<file path="src/rtl/line_fetch_unit.sv">
// Line fetch unit: services one fill or writeback command at a time, moving a
// whole cache line between the external memory bus and the cache data memory.
//
// state    | meaning
// IDLE     | waiting for fetch_req; grant is combinational
// RD_ADDR  | fill: bus read address offered
// RD_DATA  | fill: bus beats pass through a one-word buffer into cache memory
// WB_ADDR  | writeback: bus write address offered
// WB_MRD   | writeback: single-word read request to cache memory
// WB_MWAIT | writeback: waiting for the cache memory read data
// WB_WDATA | writeback: captured word offered on the bus
// WB_RESP  | writeback: waiting for the bus write response
// DONE     | one-cycle fetch_done pulse
module line_fetch_unit #(
    parameter int addr_width = 32,
    parameter int data_width = 32,
    parameter int list_depth = 4,
    parameter int list_width = 32
) (
    input  logic                                             clk,
    input  logic                                             rst_n,
    input  logic                                             fetch_req,
    input  logic [1:0]                                       fetch_cmd,
    input  logic [$clog2(list_depth)-1:0]                    fetch_tag,
    input  logic [addr_width-1:0]                            fetch_addr,
    output logic                                             fetch_gnt,
    output logic                                             fetch_done,
    output logic [$clog2(list_depth)+$clog2(list_width)-1:0] mem_waddr,
    output logic                                             mem_wen,
    output logic [data_width-1:0]                            mem_wdata,
    input  logic                                             mem_wready,
    output logic [$clog2(list_depth)+$clog2(list_width)-1:0] mem_raddr,
    output logic                                             mem_ren,
    input  logic                                             mem_rready,
    input  logic [data_width-1:0]                            mem_rdata,
    input  logic                                             mem_rdata_valid,
    output logic                                             ext_arvalid,
    input  logic                                             ext_arready,
    output logic [addr_width-1:0]                            ext_araddr,
    input  logic                                             ext_rvalid,
    output logic                                             ext_rready,
    input  logic [data_width-1:0]                            ext_rdata,
    output logic                                             ext_awvalid,
    input  logic                                             ext_awready,
    output logic [addr_width-1:0]                            ext_awaddr,
    output logic                                             ext_wvalid,
    input  logic                                             ext_wready,
    output logic [data_width-1:0]                            ext_wdata,
    input  logic                                             ext_bvalid,
    output logic                                             ext_bready
);

    localparam int tag_w  = $clog2(list_depth);
    localparam int word_w = $clog2(list_width);
    localparam int off_w  = $clog2(list_width * data_width / 8);
    localparam logic [word_w-1:0]     last_word = word_w'(list_width - 1);
    localparam logic [addr_width-1:0] off_mask  = addr_width'((64'd1 << off_w) - 64'd1);

    typedef enum logic [3:0] {
        IDLE, RD_ADDR, RD_DATA, WB_ADDR, WB_MRD, WB_MWAIT, WB_WDATA, WB_RESP, DONE
    } state_t;

    state_t                 state_q, state_d;
    logic [tag_w-1:0]       tag_q, tag_d;
    logic [addr_width-1:0]  addr_q, addr_d;
    logic [word_w-1:0]      w_q, w_d;
    logic [data_width-1:0]  buf_q, buf_d;
    logic                   buf_valid_q, buf_valid_d;

    always_ff @(posedge clk or negedge rst_n) begin
        if (!rst_n) begin
            state_q     <= IDLE;
            tag_q       <= '0;
            addr_q      <= '0;
            w_q         <= '0;
            buf_q       <= '0;
            buf_valid_q <= 1'b0;
        end else begin
            state_q     <= state_d;
            tag_q       <= tag_d;
            addr_q      <= addr_d;
            w_q         <= w_d;
            buf_q       <= buf_d;
            buf_valid_q <= buf_valid_d;
        end
    end

    always_comb begin
        state_d     = state_q;
        tag_d       = tag_q;
        addr_d      = addr_q;
        w_d         = w_q;
        buf_d       = buf_q;
        buf_valid_d = buf_valid_q;
        fetch_gnt   = 1'b0;
        fetch_done  = 1'b0;
        mem_wen     = 1'b0;
        mem_ren     = 1'b0;
        ext_arvalid = 1'b0;
        ext_rready  = 1'b0;
        ext_awvalid = 1'b0;
        ext_wvalid  = 1'b0;
        ext_bready  = 1'b0;

        case (state_q)
            IDLE: begin
                if (fetch_req) begin
                    fetch_gnt   = 1'b1;
                    tag_d       = fetch_tag;
                    addr_d      = fetch_addr & ~off_mask;
                    w_d         = '0;
                    buf_valid_d = 1'b0;
                    case (fetch_cmd)
                        2'b01:   state_d = RD_ADDR;
                        2'b00:   state_d = WB_ADDR;
                        default: state_d = DONE;
                    endcase
                end
            end
            RD_ADDR: begin
                ext_arvalid = 1'b1;
                if (ext_arready) state_d = RD_DATA;
            end
            RD_DATA: begin
                ext_rready = !buf_valid_q;
                mem_wen    = buf_valid_q;
                // The beat count, not the bus, decides when the line is complete.
                if (mem_wen && mem_wready) begin
                    buf_valid_d = 1'b0;
                    if (w_q == last_word) state_d = DONE;
                    else                  w_d = w_q + word_w'(1);
                end
                if (ext_rvalid && ext_rready) begin
                    buf_valid_d = 1'b1;
                    buf_d       = ext_rdata;
                end
            end
            WB_ADDR: begin
                ext_awvalid = 1'b1;
                if (ext_awready) state_d = WB_MRD;
            end
            WB_MRD: begin
                mem_ren = 1'b1;
                if (mem_rready) state_d = WB_MWAIT;
            end
            WB_MWAIT: begin
                if (mem_rdata_valid) begin
                    buf_d   = mem_rdata;
                    state_d = WB_WDATA;
                end
            end
            WB_WDATA: begin
                ext_wvalid = 1'b1;
                if (ext_wready) begin
                    if (w_q == last_word) begin
                        state_d = WB_RESP;
                    end else begin
                        w_d     = w_q + word_w'(1);
                        state_d = WB_MRD;
                    end
                end
            end
            WB_RESP: begin
                ext_bready = 1'b1;
                if (ext_bvalid) state_d = DONE;
            end
            DONE: begin
                fetch_done = 1'b1;
                state_d    = IDLE;
            end
            default: state_d = IDLE;
        endcase
    end

    assign mem_waddr  = {tag_q, w_q};
    assign mem_raddr  = {tag_q, w_q};
    assign mem_wdata  = buf_q;
    assign ext_wdata  = buf_q;
    assign ext_araddr = addr_q;
    assign ext_awaddr = addr_q;

endmodule
</file>
<file path="config.mk">
export PLATFORM = sky130hd
export DESIGN_NAME = line_fetch_unit
export DESIGN_NICKNAME = d
export VERILOG_FILES = /design/src/rtl/line_fetch_unit.sv
export SDC_FILE = /design/constraint.sdc
export NUM_CORES = 1
export LEC_CHECK = 0
export ABC_AREA = 1
export CORE_MARGIN = 4
export CORE_UTILIZATION = 38
export DETAILED_ROUTE_END_ITERATION = 12
export HOLD_SLACK_MARGIN = 0.05
export PLACE_DENSITY_LB_ADDON = 0.15
export SYNTH_ARGS = -nofsm -noshare
export SYNTH_HDL_FRONTEND = slang
export SYNTH_SLANG_ARGS = --single-unit
</file>
<file path="constraint.sdc">
create_clock -name clk -period 2.2 [get_ports clk]
set_input_delay 0.44 -clock clk [delete_from_list [all_inputs] [get_ports clk]]
set_output_delay 0.44 -clock clk [all_outputs]
set_load 0.1 [all_outputs]
</file>
* Yosys cells after proc, flatten, opt, wreduce, memory -nomap -nowiden
Index checks and enable logic that the tools add are counted.
Word-level totals: bits in registers 69, bits in latches 0, RAM bits 0, ROM bits 0, input bits 111, output and inout port bits 151, word-level logic and storage cells 75, memories kept 0
Operators by class: add/sub/neg operators 1, multiply operators 0, div/mod/pow operators 0, $lt $le $gt $ge 0, equality and inequality tests 21, shifts and indexed selects 0, multiplexer cells 34, bitwise operators 0, reductions and logical operators 13
Operators by type and width (count):
- $mux 32 | 2
- $pmux 32 s2 | 1
- $mux 4 | 9
- $pmux 4 s8 | 1
- $mux 5 | 4
- $ne 2x2->1 const B | 10
- $eq 4x3->1 const B | 4
- $pmux 5 s3 | 1
- $mux 1 | 13
- $reduce_and 9->1 | 1
- $eq 4x2->1 const B | 2
- $pmux 4 s2 | 1
- $reduce_and 3->1 | 2
- $add 5x1->5 const B | 1
- $eq 5x5->1 const B | 1
- $eq 4x1->1 const B | 1
- $eq 4x4->1 const B | 1
- $logic_not 4->1 | 1
- $reduce_and 4->1 | 1
- $reduce_bool 2->1 | 2
- $ne 3x3->1 const B | 1
- $reduce_bool 3->1 | 1
- $eq 2x1->1 const B | 1
- $logic_and 1x1->1 | 2
- 5 further kinds | 5

* Logic depth before layout (Yosys ltp)
Gate-level depths: netlist of run 1.
depth in word-level cells 4, mapped depth 11, depth with buffers taken out 11

* Least setup slack after synthesis of run 1
OpenSTA, ideal clock, no wires.
kind reg2out, start point register state_q[1], end point output port fetch_done, arrival time 2.565 ns, data required time 1.760 ns, slack -0.805 ns, cell stages (with the launch flop) 4, buffers on the path 0, path through dfrtp_1 inv_2 nand2_1 nor3_1
Between the ends: longest elaborated chain between the ends 2
Ends and longest elaborated chain:
- start, declared | RTL line 63 | state_t state_q, state_d;
- start signal, assigned | RTL line 79 | state_q <= state_d;
- $eq 4x4->1 | RTL line 105 | case (state_q)
- $mux 1 | RTL line 105
- end, declared | RTL line 27 | output logic fetch_done,
No other way between the ends.

* Worst setup path in the final report of run 1
start point register state_q[2], end point output port fetch_gnt
Between the ends: longest elaborated chain between the ends 2
Ends and longest elaborated chain:
- $logic_not 4->1 | RTL line 105
- $mux 1 | RTL line 105
- end, declared | RTL line 26 | output logic fetch_gnt,
No other way between the ends.

==> results of run 1 <==
## per-stage QoR
stage	std cells	setup slack [ps]	utilization, %
finish	841	112	57.1
global route	841	8.92	57.1
CTS	841	65.1	57.0
detailed placement	825	256	54.9
global placement	825	303	54.9
floorplan	532	53.6	-
## final cells by class
| type | count | area [sq um] |
|---|---|---|
| Timing Repair Buffer | 249 | 2260 |
| Fill cell | 1017 | 4660 |
| Tap cell | 140 | 175 |
| Sequential cell | 69 | 1730 |
| Clock inverter | 5 | 83.8 |
| Multi-Input combinational cell | 313 | 1590 |
| Inverter | 54 | 203 |
| Clock buffer | 11 | 141 |
## registers in the layout, summed over array words and instances (netlist names)
signal	count
ext_araddr	25
tag_q	2
state_q	4
ext_wdata	32
buf_valid_q	1
w_q	5
## repair_timing
action | CTS | global route
gates resized for setup | 1 | 1
setup buffers | 0 | 0
hold buffers | 0 | 0
pin swaps | 0 | 0
endpoints found under the setup margin | 1 | 1
## kinds of logic (layout without fill, tap and decap cells)
family,Yosys count,in the layout
AO/OA/AOI/OAI,73,73
XOR/XNOR,1,1
adder cells (fa/ha/maj),2,2
buffers and inverters,150,319
flip-flops,69,69
other,1,14
AND/OR/NAND/NOR,223,223
## metal layers
| metal | wire, um | track usage, % |
|---|---|---|
| met5 | 0 | 0 |
| met4 | 159 | 6.09 |
| met3 | 701 | 2.94 |
| met2 | 6100 | 32.3 |
| met1 | 4380 | 20.4 |
## how the worst max path moves through the flow
stage | from | endpoint | cells past startpoint
after CTS | state_q[2] | fetch_gnt | 4
after floorplan | state_q[1] | fetch_done | 3
after global placement | fetch_req | ext_araddr[14] | 7
final | state_q[2] | fetch_gnt | 4
after global routing | state_q[2] | fetch_gnt | 4
after detailed placement | state_q[2] | ext_araddr[12] | 7
## cells in the mapped netlist, types with 2 or more instances
cell,n
nand2_1,148
buf_4,80
dfrtp_1,69
inv_1,48
o21ai_1,33
nand2_2,32
o21ai_2,32
nor2_1,17
nand3_1,12
buf_6,10
inv_2,6
nor2_2,6
buf_2,5
o21ai_0,5
ha_1,2
nand2_4,2
## worst max-delay path: stages (launching register included)
cell and delay [ps]:
dfrtp_1 460, nor2_4 270, nand2_2 130, nor2_2 230, buf_12 210
==> impl_metrics.env, run 1 <==
export IMPL_postSynthAreaPerCell_sq_um=8.08
export IMPL_cts_root_buf="clkbuf_8"
export IMPL_diodes=0
export IMPL_numCtsBuffers=9
export IMPL_rsz0062_at_grt="false"
export IMPL_antenna_found_initial=0
export IMPL_syn_instance_count=519
export IMPL_grt_pass1_wl_um=18300
export IMPL_drc=0
export IMPL_grt_max_degree=41
export IMPL_hpwl_um=9040
export IMPL_clock_latency_ps=340
export IMPL_finalSetupTns_ps=0
export IMPL_max_freq_mhz=479
export IMPL_synth_mux_area_share_pct=0
export IMPL_synth_area_leaders="dfrtp_1, buf_4, nand2_1"
export IMPL_synthSimpleGateAreaFrac_pct=23.6
export IMPL_whs_ps=58.8
export IMPL_path_class="flip-flop to output pin"
export IMPL_synth_ff_type="dfrtp_1"
export IMPL_ys_types=28
export IMPL_startpoint_type="flip-flop"
export IMPL_rr_worst_depth=8
export IMPL_detail_route_wl_per_cell_um=13.5
export IMPL_drtIter0Drc=151
export IMPL_mostFrequentLayoutCells="nand2_1, buf_4, clkdlybuf4s50_1"
export IMPL_slew_violations=0
export IMPL_die_h_um=113
export IMPL_yosys_area_top_type_share_pct=41.2
export IMPL_ys_ff_latch=69
export IMPL_routed_wl_um=11300
export IMPL_yosysSeqAreaShare_pct=41.2
export IMPL_via_per_inst=4.43
export IMPL_drt_pass1_iterations=4
export IMPL_worstSetupEndpointType="output pin"
export IMPL_die_x_um=113
export IMPL_synth_compound_area_share_pct=11.8
export IMPL_grtUsageTotal_pct=17.5
export IMPL_yosysWarningCount=0
export IMPL_crit_arrival_ps=1650
export IMPL_core_area_sq_mm=0.0108
export IMPL_drive_above_1_share_pct=35.7
export IMPL_start_util_pct=38.7
export IMPL_cts_sinks=69
export IMPL_cap_violations=0
export IMPL_clock_skew_ps=12.4
export IMPL_synth_top_family_by_area="simple AND/OR/NAND/NOR gates"
export IMPL_synthXorXnorAreaFrac_pct=0.209
export IMPL_vias=3727
export IMPL_finalHoldViolCount=0
export IMPL_detail_route_antenna_nets=0
export IMPL_cts_max_level=3
export IMPL_fin_nets=809
export IMPL_synthAdderAreaFrac_pct=0.597
export IMPL_placed_cell_area_sq_mm=0.00595
export IMPL_path_max_fanout=8
export IMPL_yosysTopAreaCell="dfrtp_1"
export IMPL_ys_async_sr_fraction_pct=100
export IMPL_min_period_ps=2090
export IMPL_fin_crit_sh_pct=94.9
export IMPL_rows=38
export IMPL_status="finished clean"
export IMPL_final_common_cell="nand2_1"
export IMPL_clockBufferDepth=2
export IMPL_reg2reg_to="ext_wdata[10]"
export IMPL_clk_pin_slew_ps=80
export IMPL_area_growth_pct=47.5
export IMPL_synth_area_sq_mm=0.00419
export IMPL_fin_area_sq_mm=0.00618
export IMPL_synth_edf_count=0
export IMPL_grt_pass1_vias=3657
export IMPL_die_area_sq_mm=0.0128
export IMPL_rrSetupSlack_ps=390
export IMPL_setup_viol=0
export IMPL_pin_count=262
export IMPL_grt_overflow=0
export IMPL_port_buffers=240
export IMPL_gp_congestion=0.817
export IMPL_hp_class="input pin to asynchronous set/reset pin"
export IMPL_rr_startpoint="state_q[2]"
export IMPL_cts_tree="yes"
export IMPL_cp_data_required_time_ps=1760
Power of run 1 is left out: the tool's default activity adds up to more than one toggle a clock period on the data nets, which glitch-free logic cannot reach.
==> inputs of run 2 (changes only) <==
Settings changed: CORE_UTILIZATION 38 to 40.
Clock period 2.2 ns to 2.6 ns, I/O delays scaled along.
==> run 2 against run 1 <==
Against the previous run:
- register-to-register slack better by 110 ps
- hold slack better by 210 ps
- sequential share of layout area is 0.73 points higher
- clock-buffer cell count is 2 lower
- setup slack better by 230 ps
- die area is 4.7% lower
- clock skew is 0.94 ps lower
- wire length is 1.4% lower
- global-route usage is 0.20 points higher
- final cell count is 0.95% lower
- non-clock buffer count is 4 lower
- highest routed layer unchanged
==> impl_metrics.env, run 2 (synthesized netlist as in run 1, its figures left out) <==
export IMPL_status="finished clean"
export IMPL_largest_reg_flops=32
export IMPL_detail_route_antenna_nets=0
export IMPL_tightest_slew_ps=879
export IMPL_worstSetupEndpointType="output pin"
export IMPL_path_max_fanout=8
export IMPL_die_area_sq_mm=0.0122
export IMPL_layout_cells_non_filler=833
export IMPL_rsz0062_at_grt="false"
export IMPL_max_freq_mhz=444
export IMPL_crit_arrival_ps=1730
export IMPL_fin_nets=805
export IMPL_cap_violations=0
export IMPL_cts_root_buf="clkbuf_8"
export IMPL_finalSetupTns_ps=0
export IMPL_startpoint_type="flip-flop"
export IMPL_setup_viol=0
export IMPL_detail_route_wl_per_cell_um=13.4
export IMPL_finalHoldViolCount=0
export IMPL_drtIter0Drc=160
export IMPL_grt_pass1_wl_um=16800
export IMPL_grt_max_degree=70
export IMPL_path_cells="nor2_2 -> nand2_4 -> nor2_1 -> buf_12"
export IMPL_grt_pass1_vias=3480
export IMPL_fin_util_pct=58.6
export IMPL_crit_family="simple AND/OR/NAND/NOR gates"
export IMPL_clock_skew_ps=11.5
export IMPL_final_common_cell="nand2_1"
export IMPL_die_h_um=110
export IMPL_slew_violations=0
export IMPL_crit_path_max_incr_delay_ps=450
export IMPL_whs_ps=269
export IMPL_cts_sinks=69
export IMPL_cts_tree="yes"
export IMPL_clk_pin_slew_ps=80
export IMPL_numCtsBuffers=9
export IMPL_gp_congestion=0.804
export IMPL_diodes=0
export IMPL_path_class="flip-flop to output pin"
export IMPL_mostFrequentLayoutCells="nand2_1, buf_4, clkdlybuf4s50_1"
export IMPL_min_period_ps=2250
export IMPL_place_inst=817
export IMPL_grtUsageTotal_pct=17.7
export IMPL_drive_above_1_share_pct=34.6
export IMPL_area_growth_pct=43.6
export IMPL_drc=0
export IMPL_cp_data_required_time_ps=2080
export IMPL_antenna_found_initial=0
export IMPL_core_area_sq_mm=0.0103
export IMPL_port_buffers=240
export IMPL_rows=37
export IMPL_crit_buf_inv=1
export IMPL_hp_class="input pin to asynchronous set/reset pin"
export IMPL_via_per_inst=4.39
export IMPL_clock_latency_ps=340
export IMPL_drt_pass1_iterations=4
export IMPL_pin_count=262
export IMPL_grt_overflow=0
export IMPL_postCtsSetupBuffers=0
export IMPL_vias=3654
export IMPL_fin_crit_sh_pct=86.7
export IMPL_maxSlewHeadroom_pct=41.4
export IMPL_die_x_um=110
export IMPL_ctsHoldBuffers=0
export IMPL_cts_max_level=3
export IMPL_ctsResizeCount=0
export IMPL_hpwl_um=8760
export IMPL_cpMaxStageDelayCell="dfrtp_1"
export IMPL_clockBufferDepth=2
export IMPL_start_util_pct=40.8
export IMPL_routed_wl_um=11200
==> run 2: final timing paths <==
kind	slack (ps)	from	to	depth (start not counted)
max in group asynchronous	1720	rst_n	ext_wdata[3]	1
max	350	state_q[2]	mem_wen	4
min	270	rst_n	ext_wdata[19]	1
min reg2reg	510	ext_araddr[22]	ext_araddr[22]	2
min in group clk	510	ext_araddr[22]	ext_araddr[22]	2
max reg2reg	500	state_q[2]	ext_wdata[6]	8
==> run 2: worst reg2reg max path, cell delays in order (launching register included) <==
cell	delay [ps]
dfrtp_1	460
inv_1	100
nor2_2	220
nand2_2	320
nand2_2	190
nand2_4	280
buf_12	290
nand2_2	70
o21ai_2	50
==> run 2: stage by stage <==
| stage | area [sq um] | setup WS (ps) |
|---|---|---|
| after floorplan | 4250 | 12.4 |
| after global placement | 5840 | 554 |
| after detailed placement | 5840 | 537 |
| after CTS | 6020 | 322 |
| after global routing | 6020 | 279 |
| final | 6020 | 346 |
==> run 2: cell type report <==
type / instances / area [sq um]
clock buffers: 9 / 124
clock inverters: 7 / 51.3
fillers: 951 / 4260
inverters: 54 / 203
multi-input cells: 313 / 1580
flip-flops and latches: 69 / 1730
well taps: 136 / 170
repair buffers: 245 / 2170
==> run 2: layer usage <==
metal	GRT usage, %	vias to the layer above	routed length, um
met5	0	-	0
met4	7.83	0	268
met3	4.37	21	954
met2	31.6	139	5860
met1	20.0	1641	4100
li1	-	1853	-
Power of run 2 is left out for the same reason.
